### src/rtl/clk_tick_gen_if.sv
// clk_tick_gen_if: valid/ready configuration port for clk_tick_gen.
// Carries cfg_valid, cfg_ch, cfg_div, cfg_mode (master->slave) and cfg_ready (slave->master).
interface clk_tick_gen_if #(
   parameter int CH_W  = 2,
   parameter int CNT_W = 26
);
   logic             cfg_valid;
   logic             cfg_ready;
   logic [CH_W-1:0]  cfg_ch;
   logic [CNT_W-1:0] cfg_div;
   logic             cfg_mode;

   modport master (
      output cfg_valid,
      output cfg_ch,
      output cfg_div,
      output cfg_mode,
      input  cfg_ready
   );

   modport slave (
      input  cfg_valid,
      input  cfg_ch,
      input  cfg_div,
      input  cfg_mode,
      output cfg_ready
   );
endinterface

### src/rtl/clk_tick_gen.sv
// clk_tick_gen: NUM_CH runtime-programmable clock dividers (toggle or pulse mode).
// Ports: in_clk, reset (async high), ch_en, cfg (slave), out_clk, tick.
module clk_tick_gen #(
   parameter int NUM_CH      = 4,
   parameter int CNT_W       = 26,
   parameter int DEFAULT_DIV = 25_000_000,
   parameter int CH_W        = (NUM_CH > 1) ? $clog2(NUM_CH) : 1
) (
   input  logic              in_clk,
   input  logic              reset,
   input  logic [NUM_CH-1:0] ch_en,
   clk_tick_gen_if.slave     cfg,
   output logic [NUM_CH-1:0] out_clk,
   output logic [NUM_CH-1:0] tick
);

   localparam logic [CNT_W-1:0] DIV_RST = CNT_W'(DEFAULT_DIV);
   localparam logic [CNT_W-1:0] ONE     = CNT_W'(1);

   logic [CNT_W-1:0]  cnt  [NUM_CH];
   logic [CNT_W-1:0]  div  [NUM_CH];
   logic [CNT_W-1:0]  pdiv [NUM_CH];
   logic [NUM_CH-1:0] mode;
   logic [NUM_CH-1:0] pmode;
   logic [NUM_CH-1:0] pend;
   logic [NUM_CH-1:0] hit;
   logic [NUM_CH-1:0] sel;
   logic [CNT_W-1:0]  wdiv;
   logic              ready;

   // Out-of-range channel numbers always look ready so the
   // request is swallowed instead of stalling the master.
   always_comb begin
      ready = 1'b1;
      for (int i = 0; i < NUM_CH; i++) begin
         if (32'(cfg.cfg_ch) == i) ready = ~pend[i];
      end
   end

   assign cfg.cfg_ready = ready;
   assign wdiv = (cfg.cfg_div == '0) ? ONE : cfg.cfg_div;

   always_comb begin
      hit = '0;
      sel = '0;
      for (int i = 0; i < NUM_CH; i++) begin
         hit[i] = ch_en[i] && (cnt[i] == div[i] - ONE);
         sel[i] = cfg.cfg_valid && ready
                  && (32'(cfg.cfg_ch) == i);
      end
   end

   // A new config only lands while cnt is being cleared, so the
   // counter can never sit above a freshly shrunk div-1.
   always_ff @(posedge in_clk or posedge reset) begin
      if (reset) begin
         for (int i = 0; i < NUM_CH; i++) begin
            cnt[i]  <= '0;
            div[i]  <= DIV_RST;
            pdiv[i] <= '0;
         end
         mode    <= '0;
         pmode   <= '0;
         pend    <= '0;
         out_clk <= '0;
         tick    <= '0;
      end else begin
         for (int i = 0; i < NUM_CH; i++) begin
            unique case (1'b1)
               !ch_en[i]: begin
                  cnt[i]     <= '0;
                  tick[i]    <= 1'b0;
                  out_clk[i] <= 1'b0;
                  if (pend[i]) begin
                     div[i]  <= pdiv[i];
                     mode[i] <= pmode[i];
                     pend[i] <= 1'b0;
                  end
               end
               hit[i]: begin
                  cnt[i]  <= '0;
                  tick[i] <= 1'b1;
                  // Switching into pulse mode starts from a low output.
                  if (pend[i] && pmode[i])
                     out_clk[i] <= 1'b0;
                  else if (mode[i])
                     out_clk[i] <= 1'b1;
                  else
                     out_clk[i] <= ~out_clk[i];
                  if (pend[i]) begin
                     div[i]  <= pdiv[i];
                     mode[i] <= pmode[i];
                     pend[i] <= 1'b0;
                  end
               end
               (ch_en[i] && !hit[i]): begin
                  cnt[i]  <= cnt[i] + ONE;
                  tick[i] <= 1'b0;
                  if (mode[i]) out_clk[i] <= 1'b0;
               end
            endcase
            // Acceptance needs pend clear, so it never meets an apply.
            if (sel[i]) begin
               pdiv[i]  <= wdiv;
               pmode[i] <= cfg.cfg_mode;
               pend[i]  <= 1'b1;
            end
         end
      end
   end

endmodule

### src/flat_wrapper.sv
// flat-port wrapper written by rule: the top's interface ports become plain ports
module clk_tick_gen_flat 
#(
   parameter int NUM_CH      = 4,
   parameter int CNT_W       = 26,
   parameter int DEFAULT_DIV = 25_000_000,
   parameter int CH_W        = (NUM_CH > 1) ? $clog2(NUM_CH) : 1
)
  (in_clk, reset, ch_en, out_clk, tick, cfg_cfg_valid, cfg_cfg_ch, cfg_cfg_div, cfg_cfg_mode, cfg_cfg_ready);
  clk_tick_gen_if #(.CH_W(CH_W), .CNT_W(CNT_W)) cfg_i ();
  input  logic in_clk;
  input  logic reset;
  input  logic [NUM_CH-1:0] ch_en;
  output logic [NUM_CH-1:0] out_clk;
  output logic [NUM_CH-1:0] tick;
  input wire logic [$bits(cfg_i.cfg_valid)-1:0] cfg_cfg_valid;
  input wire logic [$bits(cfg_i.cfg_ch)-1:0] cfg_cfg_ch;
  input wire logic [$bits(cfg_i.cfg_div)-1:0] cfg_cfg_div;
  input wire logic [$bits(cfg_i.cfg_mode)-1:0] cfg_cfg_mode;
  output wire logic [$bits(cfg_i.cfg_ready)-1:0] cfg_cfg_ready;
  assign cfg_i.cfg_valid = cfg_cfg_valid;
  assign cfg_i.cfg_ch = cfg_cfg_ch;
  assign cfg_i.cfg_div = cfg_cfg_div;
  assign cfg_i.cfg_mode = cfg_cfg_mode;
  assign cfg_cfg_ready = cfg_i.cfg_ready;
  clk_tick_gen #(.NUM_CH(NUM_CH), .CNT_W(CNT_W), .DEFAULT_DIV(DEFAULT_DIV), .CH_W(CH_W)) u_core (.in_clk(in_clk), .reset(reset), .ch_en(ch_en), .cfg(cfg_i), .out_clk(out_clk), .tick(tick));
endmodule
### config.mk
export PLATFORM = sky130hd
export DESIGN_NAME = clk_tick_gen_flat
export DESIGN_NICKNAME = d
export VERILOG_FILES = /design/src/rtl/clk_tick_gen_if.sv /design/src/rtl/clk_tick_gen.sv /design/src/flat_wrapper.sv
export SDC_FILE = /design/constraint.sdc
export NUM_CORES = 1
export LEC_CHECK = 0
export CAP_MARGIN = 20
export CORE_UTILIZATION = 49
export CTS_BUF_LIST = sky130_fd_sc_hd__clkbuf_16
export DETAILED_ROUTE_END_ITERATION = 7
export PLACE_DENSITY_LB_ADDON = 0.08
export SLEW_MARGIN = 25
export SYNTH_ARGS = -nofsm -noshare
export SYNTH_HDL_FRONTEND = slang
export SYNTH_SLANG_ARGS = --single-unit
### constraint.sdc
create_clock -name in_clk -period 27.3 [get_ports in_clk]
set_clock_uncertainty 0.05 [all_clocks]
set_input_delay 4.095 -clock in_clk [delete_from_list [all_inputs] [get_ports in_clk]]
set_output_delay 4.095 -clock in_clk [all_outputs]
set_load 0.1 [all_outputs]
Word-level counts from Yosys, hierarchy flattened
Cells that the tools add are included.
- output and inout port bits: 9
- logic and storage cells: 164
- bits in registers: 332
- add/subtract/negate cells: 8
- reduce and logical (&&, ||, !) cells: 43
- muxes and demuxes: 65
- bitwise gates (word level): 8
- eq/ne operators: 11
- operators with widths (operator ; number):
    26-bit one-hot mux with 2 select lines ; 8
    26-bit two-way mux ; 9
    26-bit by 1-bit adder with 26-bit output, second input constant ; 4
    26-bit == test ; 4
    26-bit by 1-bit subtractor with 26-bit output, second input constant ; 4
    1-bit two-way mux ; 32
    26-bit zero test ; 1
    1-bit one-hot mux with 2 select lines ; 12
    1-bit logical AND ; 17
    2-bit OR reduction ; 8
    1-bit one-hot mux with 3 select lines ; 4
    3-bit nonzero test ; 4
    1-bit zero test ; 8
    2-bit by 1-bit inequality test with 1-bit output, second input constant ; 4
    1-bit inverter ; 8
    2-bit nonzero test ; 4
    2-bit == test, second input constant ; 2
    2-bit by 1-bit == test with 1-bit output, second input constant ; 1
    2-bit zero test ; 1

Logic depth before layout (Yosys ltp)
- depth in word-level cells: 8
- mapped depth: 13
- depth with buffers taken out: 10

Least setup slack after synthesis
Ideal clock, no wire load.
- kind: input -> output
- start point: input cfg_cfg_ch[0]
- end point: output cfg_cfg_ready
- stages: 2
- arrival time: 5.163 ns
- buffers on the path: 0
- path slack: 17.992 ns
- cells stage by stage: mux4_2 -> inv_1
- cells in the longest elaborated chain, start to end: 5
- elaborated cells between the ends (all ways): 8
- those cells by class: eq/ne (3); mux (4); reduce/logical (1)
- ends and longest elaborated chain (element ; RTL line ; source):
    start, declared ; flat_wrapper.sv:17 ; input wire logic [$bits(cfg_i.cfg_ch)-1:0] cfg_cfg_ch;
    2-bit zero test ; clk_tick_gen.sv:36 ; if (32'(cfg.cfg_ch) == i) ready = ~pend[i];
    1-bit two-way mux (3 in a row) ; clk_tick_gen.sv:36 ;
    1-bit two-way mux (*) ; clk_tick_gen.sv:36 ;
    end, declared ; flat_wrapper.sv:20 ; output wire logic [$bits(cfg_i.cfg_ready)-1:0] cfg_cfg_ready;
Every way passes the cells marked *; elsewhere a longest branch is shown, timed or not.

Worst setup path in the final report
Same ends and word-level chain as after synthesis.

==> run summary <==
Starting Density - 49.9%
Die Span X - 190 um
Worst reg2reg endpoint - u_core.div[88]
Count of cell types in the netlist - 74
Rel. slew slack - 35.1%
Worst reg2reg startpoint - u_core.div[83]
Skew-Pair Late Insertion Delay - 0.56 ns
Sequential-to-total area share from yosys stat - 48.6%
Post-CTS Repair Setup Buffers - 0
RSZ-0062 raised after global routing - no
Die Ht - 190 um
Hold Path Sink - u_core.mode[0]
Max-cap violations - 0
Most frequent cells in the layout - dfrtp_1 (284), mux2_2 (193), nor2_1 (156)
Hold Path Stages - 1
Global-route wire length before repair - 62,300 um
Hold Path Origin - u_core.mode[0]
Total GRT Usage - 22.0%
Fin. Hold Viols - 0
H-tree Lvls - 2
PD cells - 88.2 nW/um2
Synth Warn # - 0
Layout cells sized above 1 - 22.2%
Post-synth EDFFs - 0
First drt pass iteration count - 7
Syn_area_per_cell - 11.0 um2
# IOs - 45
Ys flop type - dfrtp_1
Final worst path period need - 10.68 ns
FF-to-FF setup slack - 22.68 ns
Critical path class - input pin to output pin
Setup TNS - 0 ns
DIE AREA - 35,900 um2
Port Buffers - 44
Hold buffer count at CTS - 0
Worst setup SP type - input pin
Largest net degree at the start of global routing - 133
Nets - 1,641
Vias in the first global route - 11,400
Drt drc - 0
Worst Max-Slew Pin Slew - 0.971 ns
Status - finished clean
PostCTS Resize Cnt - 0
P_leak - 0.00786 uW
Drt initial violations - 718
Inserted Clock Buffers - 38
Reg2Reg Depth - 9
Clock Path Buffers - 3
Vias - 11,800
WL final - 38,200 um
Fill cells - 3,000
# clock sinks - 332
Clock-pin slew on the worst setup and hold paths - 0.06 ns
Core Area - 34,500 um2
Worst Hold Class - register to register
Ys async rst share - 100%
Synthesized cell area - 17,200 um2
Area grow syn2layout - 13.2%
Inst Count DP - 2,011
CP Data Required Time - 23.16 ns
Post-DP HPWL - 26,500 um
Leading cell type in the layout, fill and taps excluded - dfrtp_1
Clk root buf - clkbuf_16
Via/cell ratio - 5.69
Critical Path AT - 6.53 ns
N_diodes - 0
Fin crit share - 39.1%
Crit path max fanout - 5
VDD IR max - 0.0000542 V
Gpl congestion - 0.845
Max Slew Vio Count - 0
Syn nets - 1,608
Critical path endpoint category - output pin
Initial antenna violation count - 2
Cells after synthesis - 1,564
Finish-stage setup viols - 0
CTS tree - yes
Achievable Freq - 0.0936 GHz
Yosys reg bits - 332
Gr ovfl total - 0
Row count - 68
DRT antenna net count - 0
Final std cells w/o fill - 2,082
Wire length per cell - 18.4 um
worst max-delay path, stage by stage:
cell	delay, ns
clkdlybuf4s50_1	0.62
mux4_2	0.54
inv_1	0.13
clkdlybuf4s50_1	1.15
area by class of cell:
class                   instances  area (um2)  share of cell area [%]
clock buffers                  38         951                    4.88
clock inverters                32         400                    2.05
inverters                      29         116                   0.597
multi-input cells            1139        8530                    43.8
flip-flops and latches        332        8370                    42.9
well taps                     455         569                    2.92
repair buffers                 57         558                    2.86
stage by stage:
stage / util [%] / power, uW / worst slack (ns) / hold WS [ns] / area (um2)
after CTS: 56.4 / 1730 / 16.59 / 0.433 / 19500
final: 56.4 / 1720 / 16.62 / 0.427 / 19500
after floorplan: - / 1060 / 14.04 / 0.394 / 17200
after global placement: 52.4 / 1160 / 16.60 / 0.417 / 18100
after global routing: 56.4 / 1820 / 16.55 / 0.463 / 19500
after detailed placement: 52.4 / 1170 / 16.59 / 0.416 / 18100
layer usage:
layer / track usage, % / up-vias / part of all wire (%)
met3: 3.80 / 78 / 3.5
met5: 0 / - / 0.058
met4: 6.05 / 4 / 2.3
met2: 34.0 / 186 / 45
met1: 31.7 / 5867 / 49
li1: - / 5704 / -
state kept, by name (all words and copies together) (netlist names):
signal	flops
u_core.pend	4
u_core.pdiv	104
u_core.div	104
u_core.tick	4
u_core.mode	4
u_core.out_clk	4
u_core.cnt	104
u_core.pmode	4
Yosys cell counts, types with 27 or more instances:
master    instances  area [um2]
and2_1           27         169
clkbuf_1         52         195
dfrtp_1         284        7110
dfstp_2          48        1260
inv_1            29         109
mux2_2          193        2170
nand2_1          69         259
nand3_1          38         190
nand4_1          48         300
nor2_1          156         586
nor3_1           42         210
nor4_1           40         250
o21ai_0          33         165
or3_1            29         181
xnor2_1         118        1030
xor2_1           90         788
worst max-delay path by stage:
stage	slack [ns]	start	endpoint	cells after the start
2_1_floorplan	14.04	reset	u_core.cnt[0]	1
5_1_grt	16.55	cfg_cfg_ch[0]	cfg_cfg_ready	4
6_report	16.62	cfg_cfg_ch[0]	cfg_cfg_ready	4
3_3_place_gp	16.60	cfg_cfg_ch[0]	cfg_cfg_ready	4
3_5_place_dp	16.59	cfg_cfg_ch[0]	cfg_cfg_ready	4
4_1_cts	16.59	cfg_cfg_ch[0]	cfg_cfg_ready	4
where the power goes:
group          total (uW)  internal (uW)  switching (uW)
Combinational         395            216             179
Clock                 551            341             211
Sequential            774            628             146
Total                1720           1180             536
cell families after synthesis:
logic type,share of synthesized area [%]
multiplexers,15.0
buffers and inverters,2.16
adder cells (fa/ha/maj),0.581
XOR/XNOR,10.6
AO/OA/AOI/OAI,5.88
AND/OR/NAND/NOR,17.2
flip-flops,48.6
Power figures use the tool's default switching activity.
